==> config.mk <==
export PLATFORM = sky130hd
export DESIGN_NAME = sample_fetcher
export DESIGN_NICKNAME = d
export VERILOG_FILES = /design/src/rtl/sample_fetcher.sv
export SDC_FILE = /design/constraint.sdc
export NUM_CORES = 1
export LEC_CHECK = 0
export CAP_MARGIN = 20
export CORE_MARGIN = 2
export CORE_UTILIZATION = 55
export DETAILED_ROUTE_END_ITERATION = 7
export PLACE_DENSITY = 0.82
export SKIP_CTS_REPAIR_TIMING = 1
export SLEW_MARGIN = 20
export SYNTH_ARGS = -nofsm -noshare
export SYNTH_HDL_FRONTEND = slang
export SYNTH_SLANG_ARGS = --single-unit
==> constraint.sdc <==
create_clock -name i_clk -period 3.31 [get_ports i_clk]
set_input_delay 0.993 -clock i_clk [delete_from_list [all_inputs] [get_ports i_clk]]
set_output_delay 0.993 -clock i_clk [all_outputs]
set_load 0.01 [all_outputs]
==> src/rtl/sample_fetcher.sv <==
// Requests samples from a sine generator on each sample tick, buffers them in a FWFT FIFO and
// tracks note duration. Define SAMPLE_FETCHER_TIMEOUT_EN to bound the wait for sample_ready.
module sample_fetcher #(
    parameter int unsigned DEPTH   = 4,
    parameter int unsigned TIMEOUT = 15
) (
    input  logic        i_clk,
    input  logic        i_rst_n,
    input  logic        i_play,
    input  logic        i_load_note,
    input  logic [19:0] i_step_size_in,
    input  logic [5:0]  i_duration,
    input  logic        i_beat,
    input  logic        i_sample_tick,
    output logic        o_generate_next,
    output logic [19:0] o_step_size,
    input  logic        i_sample_ready,
    input  logic [15:0] i_sample,
    output logic        o_out_valid,
    input  logic        i_out_ready,
    output logic [15:0] o_out_sample,
    output logic        o_note_done,
    output logic        o_overrun,
    output logic        o_busy,
    output logic        o_timeout_err
);

    localparam int unsigned PW = (DEPTH > 2) ? $clog2(DEPTH) : 1;
    localparam int unsigned CW = PW + 1;

    if (DEPTH < 2 || (DEPTH & (DEPTH - 1)) != 0 || TIMEOUT == 0) begin : g_param_check
        $error("sample_fetcher: DEPTH must be a power of 2 >= 2 and TIMEOUT nonzero");
    end

    typedef enum logic [1:0] {StIdle, StReq, StWait} state_e;

    state_e        r_state;
    logic [19:0]   r_step_size;
    logic [5:0]    r_beats_left;
    logic          r_active;
    logic          r_note_done;
    logic          r_overrun;
    logic [15:0]   r_mem [DEPTH];
    logic [PW-1:0] r_wr_ptr;
    logic [PW-1:0] r_rd_ptr;
    logic [CW-1:0] r_count;

    logic          w_slot_free;
    logic          w_tick_live;
    logic          w_start;
    logic          w_drop;
    logic          w_timeout;
    logic          w_push;
    logic          w_pop;
    logic [15:0]   w_push_data;

    // Only IDLE can start a request, so nothing is outstanding when this is consulted.
    assign w_slot_free = (r_count < CW'(DEPTH));
    assign w_tick_live = i_sample_tick & r_active & i_play;
    assign w_start     = w_tick_live & (r_state == StIdle) & w_slot_free;
    assign w_drop      = w_tick_live & ~w_start;
    assign w_push      = (r_state == StWait) & (i_sample_ready | w_timeout);
    assign w_push_data = i_sample_ready ? i_sample : 16'h0000;
    assign w_pop       = (r_count != '0) & i_out_ready;

    always_ff @(posedge i_clk or negedge i_rst_n) begin
        if (!i_rst_n) begin
            r_state <= StIdle;
        end else begin
            unique case (r_state)
                StIdle:  if (w_start) r_state <= StReq;
                StReq:   r_state <= StWait;
                StWait:  if (w_push) r_state <= StIdle;
                default: r_state <= StIdle;
            endcase
        end
    end

    always_ff @(posedge i_clk or negedge i_rst_n) begin
        if (!i_rst_n) begin
            r_step_size  <= '0;
            r_beats_left <= '0;
            r_active     <= 1'b0;
            r_note_done  <= 1'b0;
            r_overrun    <= 1'b0;
        end else begin
            r_note_done <= 1'b0;
            if (i_load_note) begin
                r_step_size  <= i_step_size_in;
                r_beats_left <= i_duration;
                r_active     <= (i_duration != 6'd0);
                r_note_done  <= (i_duration == 6'd0);
                r_overrun    <= 1'b0;
            end else begin
                if (i_beat && r_active) begin
                    r_beats_left <= r_beats_left - 6'd1;
                    if (r_beats_left == 6'd1) begin
                        r_active    <= 1'b0;
                        r_note_done <= 1'b1;
                    end
                end
                if (w_drop) r_overrun <= 1'b1;
            end
        end
    end

    always_ff @(posedge i_clk or negedge i_rst_n) begin
        if (!i_rst_n) begin
            for (int i = 0; i < DEPTH; i++) r_mem[i] <= '0;
            r_wr_ptr <= '0;
            r_rd_ptr <= '0;
            r_count  <= '0;
        end else begin
            if (w_push) begin
                r_mem[r_wr_ptr] <= w_push_data;
                r_wr_ptr        <= r_wr_ptr + PW'(1);
            end
            if (w_pop) r_rd_ptr <= r_rd_ptr + PW'(1);
            if (w_push && !w_pop) r_count <= r_count + CW'(1);
            else if (!w_push && w_pop) r_count <= r_count - CW'(1);
        end
    end

`ifdef SAMPLE_FETCHER_TIMEOUT_EN
    localparam int unsigned TW = (TIMEOUT > 1) ? $clog2(TIMEOUT) : 1;

    logic [TW-1:0] r_wait_cnt;
    logic          r_timeout_err;

    assign w_timeout = (r_state == StWait) & ~i_sample_ready & (r_wait_cnt == TW'(TIMEOUT - 1));

    always_ff @(posedge i_clk or negedge i_rst_n) begin
        if (!i_rst_n) begin
            r_wait_cnt    <= '0;
            r_timeout_err <= 1'b0;
        end else begin
            r_wait_cnt <= (r_state == StWait) ? r_wait_cnt + TW'(1) : '0;
            if (i_load_note) r_timeout_err <= 1'b0;
            else if (w_timeout) r_timeout_err <= 1'b1;
        end
    end

    assign o_timeout_err = r_timeout_err;
`else
    assign w_timeout     = 1'b0;
    assign o_timeout_err = 1'b0;
`endif

    assign o_generate_next = (r_state == StReq);
    assign o_busy          = (r_state != StIdle);
    assign o_step_size     = r_step_size;
    assign o_note_done     = r_note_done;
    assign o_overrun       = r_overrun;
    assign o_out_valid     = (r_count != '0);
    assign o_out_sample    = r_mem[r_rd_ptr];

endmodule

Word level (Yosys, flattened, before mapping). Index checks and enable logic that the tools add are counted.

Mux-type cells: 22. Equality and inequality tests: 5. Bitwise operators: 10. Reductions and logical operators: 17. Magnitude comparators: 4. Add/sub/neg operators: 5.

Operators by type and width (number): bitwise mux 64 bit (1); two-way mux 16 bit (4); binary-select mux 16 bit (select 2 bit) (1); demux 16 bit (select 2 bit) (1); two-way mux 6 bit (2); nonzero test 2 bit (5); two-way mux 1 bit (8); bitwise AND 1 bit (7); == test 6 x 1 -> 1 bit, second input constant (1); >= comparator 3 bit, second input constant (2); zero test 6 bit (1); two-way mux 3 bit (2); NOT 2 -> 3 bit (2); one-hot mux 2 bit (3 select lines) (1); nonzero test 6 bit (1); subtractor 6 x 1 -> 6 bit, second input constant (1); adder 2 x 1 -> 2 bit, second input constant (2); logical AND 1 bit (4); two-way mux 2 bit (2); inequality test 2 bit, second input constant (2); AND reduction 2 bit (2); adder 3 x 1 -> 3 bit, second input constant (1); less-than comparator 3 x 1 -> 1 bit, second input constant (1); less-than comparator 3 bit, second input constant (1); 7 further kinds (8).

Register bits after elaboration: 102. Output and inout port bits: 42. Input port bits: 50.

Longest topological paths before layout. Gate-level depths: netlist (run 1).

Depth in word-level cells: 8. Gate-level depth with buffers: 8. Depth with buffers taken out: 8.

Worst setup path after synthesis (run 1). No wires, ideal clock.

Kind: input -> register. From: input i_sample_ready. To: register r_count[2]. Path slack: 0.904 ns. Library setup time: 0.079 ns. Cell stages on the path: 8. Arrival: 2.326 ns. Data required time: 3.231 ns. Path buffers: 1. Cell sequence: and3b_2 buf_12 ha_1 inv_1 fa_1 xor2_1 nor2_1 xor2_1.

Word-level cells in the longest chain between the ends: 4.

RTL lines: from (decl) (line 17) `input logic i_sample_ready,`; bitwise AND 1 bit * (line 62) `assign w_push = (r_state == StWait) & (i_sample_ready | w_timeout);`; via w_push (line 53) `logic w_push;`; zero test 1 bit (line 120) `else if (!w_push && w_pop) r_count <= r_count - CW'(1);`; logical AND 1 bit (line 120); nonzero test 2 bit (no source line); to (signal assigned) (line 119) `if (w_push && !w_pop) r_count <= r_count + CW'(1);`; to (signal assigned) (line 120); to (decl) (line 46) `logic [CW-1:0] r_count;`.

Mark *: on every way through the listed nets, which the timed path passes. The rest lies on a longest branch. A chain may end at the register's enable or synchronous reset.

Worst setup path after layout (run 1).
From: register r_rd_ptr[0]. To: output o_out_sample[7].

Word-level cells in the longest chain between the ends: 4.

RTL lines: from (decl) (line 45) `logic [PW-1:0] r_rd_ptr;`; from (signal assigned) (line 118) `if (w_pop) r_rd_ptr <= r_rd_ptr + PW'(1);`; NOT 2 -> 3 bit (not written as such) (line 155) `assign o_out_sample = r_mem[r_rd_ptr];`; binary-select mux 16 bit (select 2 bit) (line 155); two-way mux 16 bit (not written as such) (2 in a row) (line 155); to (decl) (line 21) `output logic [15:0] o_out_sample,`.

No other way between the ends. The select of a mux whose other input is x is not followed.

==> summary.md, run 1 <==
| Metric | Value |
|---|---|
| Outcome | `finished, final reports clean` |
| Gr ovfl total | `0` |
| Final non-filler cell total | `slightly below 500` |
| Commonest non-fill, non-tap cell in the layout | `dfrtp_1` |
| Skew-Pair Late Insertion Delay | `350 ps` |
| R2R setup slack | `1160 ps` |
| Die Wd | `slightly below 100 um` |
| Cell Pwr Density | `739 nW/um2` |
| Crit path launch type | `register` |
| # clock sinks | `a little over 100` |
| Design area | `a little under 6000 um2` |
| EDFF count, synth | `0` |
| Fin. Hold Viols | `0` |
| Area after DPL | `5650 um2` |
| Fillers | `~560` |
| Critical Path Sink Type | `primary output` |
| HP Class | `register to register` |
| Overall Power | `4.30 mW` |
| Final period utilization | `94.3%` |
| Worst slew margin | `a little under three fifths` |
| Comb pwr share | `38.7%` |
| Most frequent cells in the layout | `102 x dfrtp_1, 89 x clkdlybuf4s50_1, 55 x mux2_2, 30 x mux2_4, 16 x mux4_2` |
| Dpl hpwl | `6110 um` |
| Initial antenna violation count | `0` |
| Reg2reg end | `r_count[2]$_DFFE_PN0P_` |
| Hold depth | `1` |
| Vias in the first global route | `roughly 2900` |
| H-tree levels | `3` |
| Max Cap Viol | `0` |
| All-layer global routing usage | `20.1%` |
| Slew Limit Fails | `0` |
| Unrepaired setup endpoints after global routing | `no` |
| Warnings, synthesis | `0` |
| Length of routed met2 wiring | `4200 um` |
| Count of final setup violators | `0` |
| Min cycle time layout | `around 3100 ps` |
| Detailed Route WL | `8690 um` |
| Slew @ Worst Pin | `669 ps` |
| Nets | `roughly 440` |
| ANT cells | `0` |
| Layout cell share with drive strength beyond 1 | `33.9%` |
| Antenna-violating nets left | `0` |
| Skew final | `roughly 12 ps` |
| Worst Hold Launch | `r_mem[17]$_DFFE_PN0P_` |
| Post-route met1 wirelength | `3840 um` |
| Leakage | `2.64 nW` |
| WHS Endpoint | `r_mem[17]$_DFFE_PN0P_` |
| Drt pass-1 iters | `4` |
| WP data required | `2320 ps` |
| DRC | `0` |
| Die area | `9270 um2` |
| Vias/cell | `5.57` |
| Met3 routed WL | `532 um` |
| Data arrival time of the worst path | `2130 ps` |
| Switching Share | `28.3%` |
| Highest routed layer | `met4` |
| Die H | `96.3 um` |
| Flop pwr share | `around 44%` |
| Top_reg_cell synth | `dfrtp_1` |
| Max Freq | `320 MHz` |
| Pint | `3.09 mW` |
| Layout area overhead | `24.4%` |
| Longest Clk Path Bufs | `2` |
| Seq/Total Area, Yosys | `54.5%` |
| Boundary Pins | `92` |
| Setup TNS | `0 ps` |
| Initial Util | `57.0%` |
| CTS Root Cell | `clkbuf_8` |
| Syn Nets | `350` |
| Netlist cell types | `40` |
| Iteration-0 DRC count of the detailed router | `65` |
| Drt wl/cell | `17.6 um` |
| Synth Register Bits | `102` |
| Worst-path clk slew | `around 80 ps` |
| Global-route wire length before repair | `14000 um` |
| Largest net degree at the start of global routing | `51` |
| Crit path kind | `register to primary output` |
| VDD IR max | `0.333 mV` |
| R2r worst-path depth | `8` |
| CTS tree | `built` |
| Syn Area/Cell | `16.0 um2` |
| R2r startpoint | `r_count[2]$_DFFE_PN0P_` |
| CP Max Fanout | `13` |
| DR vias | `2751` |
| Synth Instances | `approximately 290` |
| # port buffers | `90` |
| TritonCTS buffer count | `9` |
| Cells after DPL | `480` |
| Core area | `8220 um2` |
| NetSw | `1.22 mW` |
| Synth Cell Area | `4680 um2` |
| Placer congestion estimate | `0.793` |
| FP Rows | `33` |
| Clock network power share | `17.0%` |
| Post-synth ARST share | `between 90% and 100%` |
| Crit path from | `r_rd_ptr[0]$_DFFE_PN0P_` |
-- worst max path at each step --
stage                                   endpoint  slack (ps)  cells past startpoint
after floorplan           r_count[2]$_DFFE_PN0P_         900                      8
after global placement    r_count[2]$_DFFE_PN0P_         520                      8
after detailed placement  r_count[2]$_DFFE_PN0P_         440                      8
after CTS                        o_out_sample[7]         150                      3
after global routing             o_out_sample[7]          70                      3
final                            o_out_sample[7]         190                      3
-- critical path, cell delays in order, from the launching register on --
cell	delay [ps]
dfrtp_1	550
buf_12	220
mux4_2	520
clkdlybuf4s50_1	490
-- Yosys cell counts (all sizes together), types with 2 or more instances --
library cell / number / area, um2
dfrtp: 102 / 2550
mux2: 85 / 1070
mux4: 16 / 360
buf: 11 / 120
nand2: 11 / 90.1
ha: 7 / 87.6
nand3: 7 / 35.0
inv: 6 / 22.5
xnor2: 5 / 43.8
clkbuf: 3 / 11.3
nor2: 3 / 11.3
nor3: 3 / 15.0
o21ai: 3 / 15.0
or2: 3 / 18.8
xor2: 3 / 26.3
a21oi: 2 / 10.0
nand4b: 2 / 23.8
o211ai: 2 / 15.0
or4: 2 / 15.0
-- cell type report --
type / instances / area [um2] / share of cell area [%]
inverter: 6 / 22.5 / 0.387
sequential: 102 / 2550 / 43.8
clock inverter: 4 / 50.0 / 0.859
clock buffer: 10 / 128 / 2.19
timing repair buffer: 97 / 963 / 16.5
multi-input combinational: 170 / 1980 / 33.9
tap: 105 / 131 / 2.26
-- metrics by stage --
step / worst slack (ps) / util (%) / hold WS (ps)
detailed placement: 444 / 68.7 / 490
CTS: 145 / 70.9 / 510
floorplan: 904 / - / 468
global route: 67.3 / 70.9 / 526
global placement: 522 / 68.7 / 483
finish: 188 / 70.9 / 504
-- power groups by stage --
stage               sequential, mW  clock (mW)  combinational [mW]
floorplan                     1.83           0                1.11
global placement              1.91           0                1.64
detailed placement            1.93           0                1.69
CTS                           1.91       0.756                1.70
global route                  1.96       0.817                1.79
finish                        1.91       0.731                1.67
-- state kept, by name, indices dropped and copies added, names as in the netlist --
| name | cells |
|---|---|
| r_state | 2 |
| r_beats_left | 6 |
| r_mem | 64 |
| r_rd_ptr | 2 |
| r_wr_ptr | 2 |
| o_overrun | 1 |
| o_step_size | 20 |
| o_note_done | 1 |
| r_active | 1 |
| r_count | 3 |
-- kinds of logic after synthesis --
logic type,synth area share [%]
multiplexers,30.5
other,0.0801
adder cells (fa/ha/maj),2.30
XOR/XNOR,1.50
buffers and inverters,3.29
flip-flops,54.5
AO/OA/AOI/OAI,1.90
AND/OR/NAND/NOR,5.90
-- routing by layer --
layer,track usage (%),vias up
met2,33.4,81
met1,25.7,1410
li1,-,1250
met5,0,-
met4,5.24,0
met3,5.87,10
Note: power is estimated with default switching activity, not from simulation.
==> inputs of run 2 (changes only) <==
--- a/config.mk
+++ b/config.mk
@@ -9,7 +9,8 @@
 export CORE_MARGIN = 2
 export CORE_UTILIZATION = 55
 export DETAILED_ROUTE_END_ITERATION = 7
-export PLACE_DENSITY = 0.82
+export GPL_ROUTABILITY_DRIVEN = 0
+export PLACE_DENSITY = 0.8
 export SKIP_CTS_REPAIR_TIMING = 1
 export SLEW_MARGIN = 20
 export SYNTH_ARGS = -nofsm -noshare
==> run 2 against run 1 <==
Compared with the run above:
- core utilization grew 0.20 points
- register-to-register slack gained 40 ps
- critical endpoint is now o_out_sample[0]
- critical path depth is the same
- largest power group unchanged
- via count shrank 0.73%
- non-clock buffer count shrank 1
==> summary.md, run 2 (synthesis gave the netlist of run 1 again) <==
| Metric | Value |
|---|---|
| Unrepaired setup endpoints after global routing | `no` |
| VDD IR max | `0.310 mV (-6.7%)` |
| Outcome | `finished, final reports clean` |
| Vias/cell | `5.53 (-0.73%)` |
| Worst slew margin | `52.1% (-3.2 points)` |
| Largest register FFs | `64 (unchanged)` |
| Initial Util | `57.0% (unchanged)` |
| # port buffers | `90 (unchanged)` |
| Utilization after layout | `71.1% (+0.20 points)` |
| Die H | `96.3 um (unchanged)` |
| TritonCTS buffer count | `9 (unchanged)` |
| Boundary Pins | `92 (unchanged)` |
| Skew final | `13.0 ps (+0.978 ps)` |
| DR vias | `2731 (-0.73%)` |
| Min cycle time layout | `3100 ps (-20.9 ps)` |
| Leakage | `2.65 nW (+0.41%)` |
| Longest Clk Path Bufs | `2 (unchanged)` |
| Drt pass-1 iters | `4 (unchanged)` |
| Slowest cell on crit path | `dfrtp_1` |
| CP Max Fanout | `14 (+1)` |
| Nets | `443 (-0.23%)` |
| Most frequent cells in the layout | `102 x dfrtp_1, 89 x clkdlybuf4s50_1, 55 x mux2_2, 30 x mux2_4, 16 x mux4_2` |
| Fillers | `564 (+0.53%)` |
| Largest Register | `r_mem` |
| Data arrival time of the worst path | `2110 ps (-20 ps)` |
| CP peak stage delay | `520 ps (-30 ps)` |
| Crit path launch type | `register` |
| Largest net degree at the start of global routing | `56 (+9.8%)` |
| Fin. Hold Viols | `0 (unchanged)` |
| All-layer global routing usage | `20.8% (+0.70 points)` |
| FP Rows | `33 (unchanged)` |
| Setup TNS | `0 ps (unchanged)` |
| Slew Limit Fails | `0 (unchanged)` |
| Drt wl/cell | `17.8 um (+1.1%)` |
| Layout area overhead | `24.7%` |
| HP Class | `register to register` |
| Cell Chain, Critical Path | `buf_12 > mux4_2 > clkdlybuf4s50_1` |
| Slew @ Worst Pin | `719 ps (+50.0 ps)` |
| Max Cap Viol | `0 (unchanged)` |
| CTS tree | `built` |
| DRC | `0 (unchanged)` |
| Max Freq | `322 MHz (+0.67%)` |
| Crit path kind | `register to primary output` |
| Count of final setup violators | `0 (unchanged)` |
| CTS Root Cell | `clkbuf_8` |
| Die area | `9270 um2 (unchanged)` |
| H-tree levels | `3 (unchanged)` |
| Gr ovfl total | `0 (unchanged)` |
| R2R setup slack | `1200 ps (+40 ps)` |
| Dpl hpwl | `5950 um (-2.6%)` |
| Worst-path clk slew | `90 ps (about the same)` |
| Initial antenna violation count | `0 (unchanged)` |
| Critical Path Sink Type | `primary output` |
| Detailed Route WL | `8780 um (+1.1%)` |
| Global-route wire length before repair | `14500 um (+3.5%)` |
| Antenna-violating nets left | `0 (unchanged)` |
| Layout cell share with drive strength beyond 1 | `33.9% (unchanged)` |
| Skew-Pair Late Insertion Delay | `360 ps (about the same)` |
| Die Wd | `96.3 um (unchanged)` |
| ANT cells | `0 (unchanged)` |
| WP data required | `2320 ps (about the same)` |
| Iteration-0 DRC count of the detailed router | `72 (+11%)` |
| Final period utilization | `93.7% (-0.63 points)` |
| Core area | `8220 um2 (unchanged)` |
| Cell Pwr Density | `744 nW/um2 (+0.68%)` |
| Commonest non-fill, non-tap cell in the layout | `dfrtp_1` |
| Vias in the first global route | `2903 (+0.069%)` |
| # clock sinks | `102 (unchanged)` |
run 2: changes by cell type in the layout (fill, tap and decap cells not counted):
cell,change
clkinvlp_4,-1
clkbuf_8,+1
clkinv_2,+1
buf_12,+1
buf_4,-2
run 2: layer usage:
metal  wire, um  track usage (%)  share of wire (%)  up-vias
li1           -                -                  -     1237
met1       3900             28.1                 44     1400
met2       4260             33.4                 48       85
met3        527             5.95                6.0        9
met4         93             4.64                1.1        0
met5          0                0                  0        -
run 2: worst max-delay path: cells and delay by family (launching register included):
family / cells / cell delay (ps)
buffers and inverters: 2 / 720
flip-flops: 1 / 520
multiplexers: 1 / 520
run 2: metrics by stage:
step	worst slack [ps]	power [mW]	instances	area, um2	hold WS [ps]
finish	209	4.35	494	5840	507
global route	92.5	4.61	494	5840	519
CTS	175	4.39	494	5840	510
detailed placement	442	3.61	479	5650	490
global placement	496	3.55	479	5650	480
floorplan	904	2.94	292	4680	468
run 2: worst paths after layout:
kind	from	end	cells past startpoint
max	r_rd_ptr[0]$_DFFE_PN0P_	o_out_sample[0]	3
min	r_mem[17]$_DFFE_PN0P_	r_mem[17]$_DFFE_PN0P_	1
max reg2reg	r_count[2]$_DFFE_PN0P_	r_count[2]$_DFFE_PN0P_	8
min reg2reg	r_mem[17]$_DFFE_PN0P_	r_mem[17]$_DFFE_PN0P_	1
max in group asynchronous	i_rst_n	r_mem[19]$_DFFE_PN0P_	2
min in group asynchronous	i_rst_n	r_mem[46]$_DFFE_PN0P_	1
run 2: layout make-up:
| type | instances | area [um2] | share of cell area [%] |
|---|---|---|---|
| clock inverter | 4 | 47.5 | 0.814 |
| multi-input combinational | 170 | 1980 | 33.8 |
| tap | 105 | 131 | 2.25 |
| timing repair buffer | 96 | 968 | 16.6 |
| inverter | 6 | 22.5 | 0.386 |
| clock buffer | 11 | 141 | 2.42 |
| sequential | 102 | 2550 | 43.7 |
run 2: power by group:
part / total (mW) / internal (mW) / switching [mW] / leakage (nW)
logic: 1.68 / 1.10 / 0.578 / 1.27
registers: 1.90 / 1.65 / 0.252 / 1.28
clock network: 0.770 / 0.365 / 0.405 / 0.0952
total: 4.35 / 3.11 / 1.23 / 2.65
==> inputs of run 3 (changes only) <==
--- a/config.mk
+++ b/config.mk
@@ -6,7 +6,7 @@
 export NUM_CORES = 1
 export LEC_CHECK = 0
 export CAP_MARGIN = 20
-export CORE_MARGIN = 2
+export CORE_MARGIN = 3
 export CORE_UTILIZATION = 55
 export DETAILED_ROUTE_END_ITERATION = 7
 export GPL_ROUTABILITY_DRIVEN = 0
@@ -16,3 +16,4 @@
 export SYNTH_ARGS = -nofsm -noshare
 export SYNTH_HDL_FRONTEND = slang
 export SYNTH_SLANG_ARGS = --single-unit
+export TNS_END_PERCENT = 10
==> run 3 against run 2 <==
Compared with the run above:
- worst setup slack improved by 140 ps
- clock-buffer cell count grew 1
- non-clock buffer count grew 2
- critical path depth stayed put
- first-iteration DRC count shrank 9.7%
- via count shrank 0.62%
- sequential share of layout area decreased by 0.21 points
- power up 1.3%
- critical endpoint is now o_out_sample[4]
- largest power group unchanged
==> summary.md, run 3 (synthesis gave the netlist of run 1 again) <==
| Metric | Value |
|---|---|
| NetSw | `1.22 mW (-1.3%)` |
| Final non-filler cell total | `497 (+0.61%)` |
| Boundary Pins | `92 (unchanged)` |
| DRC | `0 (unchanged)` |
| Iteration-0 DRC count of the detailed router | `65 (-9.7%)` |
| Dpl hpwl | `5950 um (about the same)` |
| Crit path kind | `register to primary output` |
| Largest net degree at the start of global routing | `55 (-1.8%)` |
| Most frequent cells in the layout | `102 x dfrtp_1, 89 x clkdlybuf4s50_1, 55 x mux2_2, 30 x mux2_4, 16 x mux4_2` |
| DR vias | `2714 (-0.62%)` |
| VDD IR max | `0.308 mV (-0.64%)` |
| Cell Pwr Density | `750 nW/um2 (+0.81%)` |
| Setup TNS | `0 ps (unchanged)` |
| Initial antenna violation count | `0 (unchanged)` |
| Largest Register | `r_mem` |
| Cells after DPL | `481 (+0.42%)` |
| Flop pwr share | `42.9% (-0.8 points)` |
| Comb pwr share | `38.1% (-0.5 points)` |
| Switching Share | `27.7% (-0.74 points)` |
| ANT cells | `0 (unchanged)` |
| Die Wd | `98.3 um (+2.1%)` |
| Commonest non-fill, non-tap cell in the layout | `dfrtp_1` |
| Slew @ Worst Pin | `683 ps (-35.6 ps)` |
| Final period utilization | `89.6% (-4.1 points)` |
| Clock network power share | `19.0% (+1.3 points)` |
| Global-route wire length before repair | `14600 um (+0.66%)` |
| Vias/cell | `5.46 (-1.2%)` |
| Outcome | `finished, final reports clean` |
| Layout cell share with drive strength beyond 1 | `34.2% (+0.25 points)` |
| Vias in the first global route | `2959 (+1.9%)` |
| Longest Clk Path Bufs | `2 (unchanged)` |
| Layout area overhead | `25.3%` |
| Unrepaired setup endpoints after global routing | `no` |
| HP Class | `register to register` |
| FP Rows | `33 (unchanged)` |
| Critical Path Sink Type | `primary output` |
| All-layer global routing usage | `18.9% (-1.9 points)` |
| Pint | `3.18 mW (+2.4%)` |
| Utilization after layout | `71.1% (about the same)` |
| Skew-Pair Late Insertion Delay | `360 ps (about the same)` |
| TritonCTS buffer count | `9 (unchanged)` |
| Antenna-violating nets left | `0 (unchanged)` |
| Slew Limit Fails | `0 (unchanged)` |
| Count of final setup violators | `0 (unchanged)` |
| Drt pass-1 iters | `4 (unchanged)` |
| Detailed Route WL | `8590 um (-2.2%)` |
| WP data required | `2320 ps (about the same)` |
| Data arrival time of the worst path | `1970 ps (-140 ps)` |
| Worst slew margin | `54.4% (+2.4 points)` |
| Die H | `98.3 um (+2.1%)` |
| Core area | `8260 um2 (+0.50%)` |
| Drt wl/cell | `17.3 um (-2.8%)` |
| Initial Util | `56.7% (-0.28 points)` |
| CTS Root Cell | `clkbuf_8` |
| Max Freq | `337 MHz (+4.6%)` |
| Leakage | `2.67 nW (+0.76%)` |
| # port buffers | `90 (unchanged)` |
| Die area | `9660 um2 (+4.2%)` |
| Largest register FFs | `64 (unchanged)` |
| Worst-path clk slew | `80 ps (about the same)` |
| Crit path launch type | `register` |
| Min cycle time layout | `2970 ps (-136 ps)` |
| CTS tree | `built` |
| Nets | `445 (+0.45%)` |
| Fin. Hold Viols | `0 (unchanged)` |
| # clock sinks | `102 (unchanged)` |
| Gr ovfl total | `0 (unchanged)` |
| Skew final | `11.1 ps (-1.87 ps)` |
| Hold Slack | `507 ps (+0.758 ps)` |
| H-tree levels | `3 (unchanged)` |
| Max Cap Viol | `0 (unchanged)` |
| CP Max Fanout | `10 (-4)` |
run 3: power by group through the flow:
stage	Sequential, mW	Clock [mW]	Combinational, mW
after global placement	1.89	0	1.66
after floorplan	1.83	0	1.11
after CTS	1.89	0.862	1.71
final	1.89	0.838	1.68
after global routing	1.94	0.909	1.81
after detailed placement	1.91	0	1.70
run 3: routing by layer:
metal | routed length, um | vias to the layer above | track usage [%] | share of wire (%)
met3 | 441 | 7 | 5.57 | 5.1
met2 | 4310 | 72 | 31.5 | 50
li1 | - | 1248 | - | -
met4 | 66 | 0 | 4.41 | 0.77
met1 | 3770 | 1387 | 24.6 | 44
met5 | 0 | - | 0 | 0
run 3: layout make-up:
cell class | instances | area [um2]
tap | 105 | 131
fill | 579 | 2390
clock buffer | 12 | 145
inverter | 6 | 22.5
multi-input combinational | 170 | 1980
sequential | 102 | 2550
timing repair buffer | 98 | 971
clock inverter | 4 | 70.1
run 3: final timing paths:
check | start | end | slack [ps] | cells after the start
worst max-delay path | r_rd_ptr[0]$_DFFE_PN0P_ | o_out_sample[4] | 340 | 3
worst min register to register | r_mem[21]$_DFFE_PN0P_ | r_mem[21]$_DFFE_PN0P_ | 510 | 1
max in group asynchronous | i_rst_n | r_beats_left[4]$_DFFE_PN0P_ | 1940 | 2
min in group asynchronous | i_rst_n | r_mem[45]$_DFFE_PN0P_ | 670 | 1
worst max register to register | r_count[0]$_DFFE_PN0P_ | r_count[2]$_DFFE_PN0P_ | 1190 | 8
worst min-delay path | r_mem[21]$_DFFE_PN0P_ | r_mem[21]$_DFFE_PN0P_ | 510 | 1
run 3: metrics by stage:
stage	power (mW)	cell area (um2)	setup slack (ps)
floorplan	2.94	4680	904
global placement	3.54	5650	491
detailed placement	3.61	5650	412
CTS	4.46	5870	307
global route	4.65	5870	260
finish	4.40	5870	345
run 3: critical path, cell delays in order, from the launching register on:
cell             delay [ps]
dfrtp_1                 350
buf_4                   240
mux4_2                  540
clkdlybuf4s50_1         490
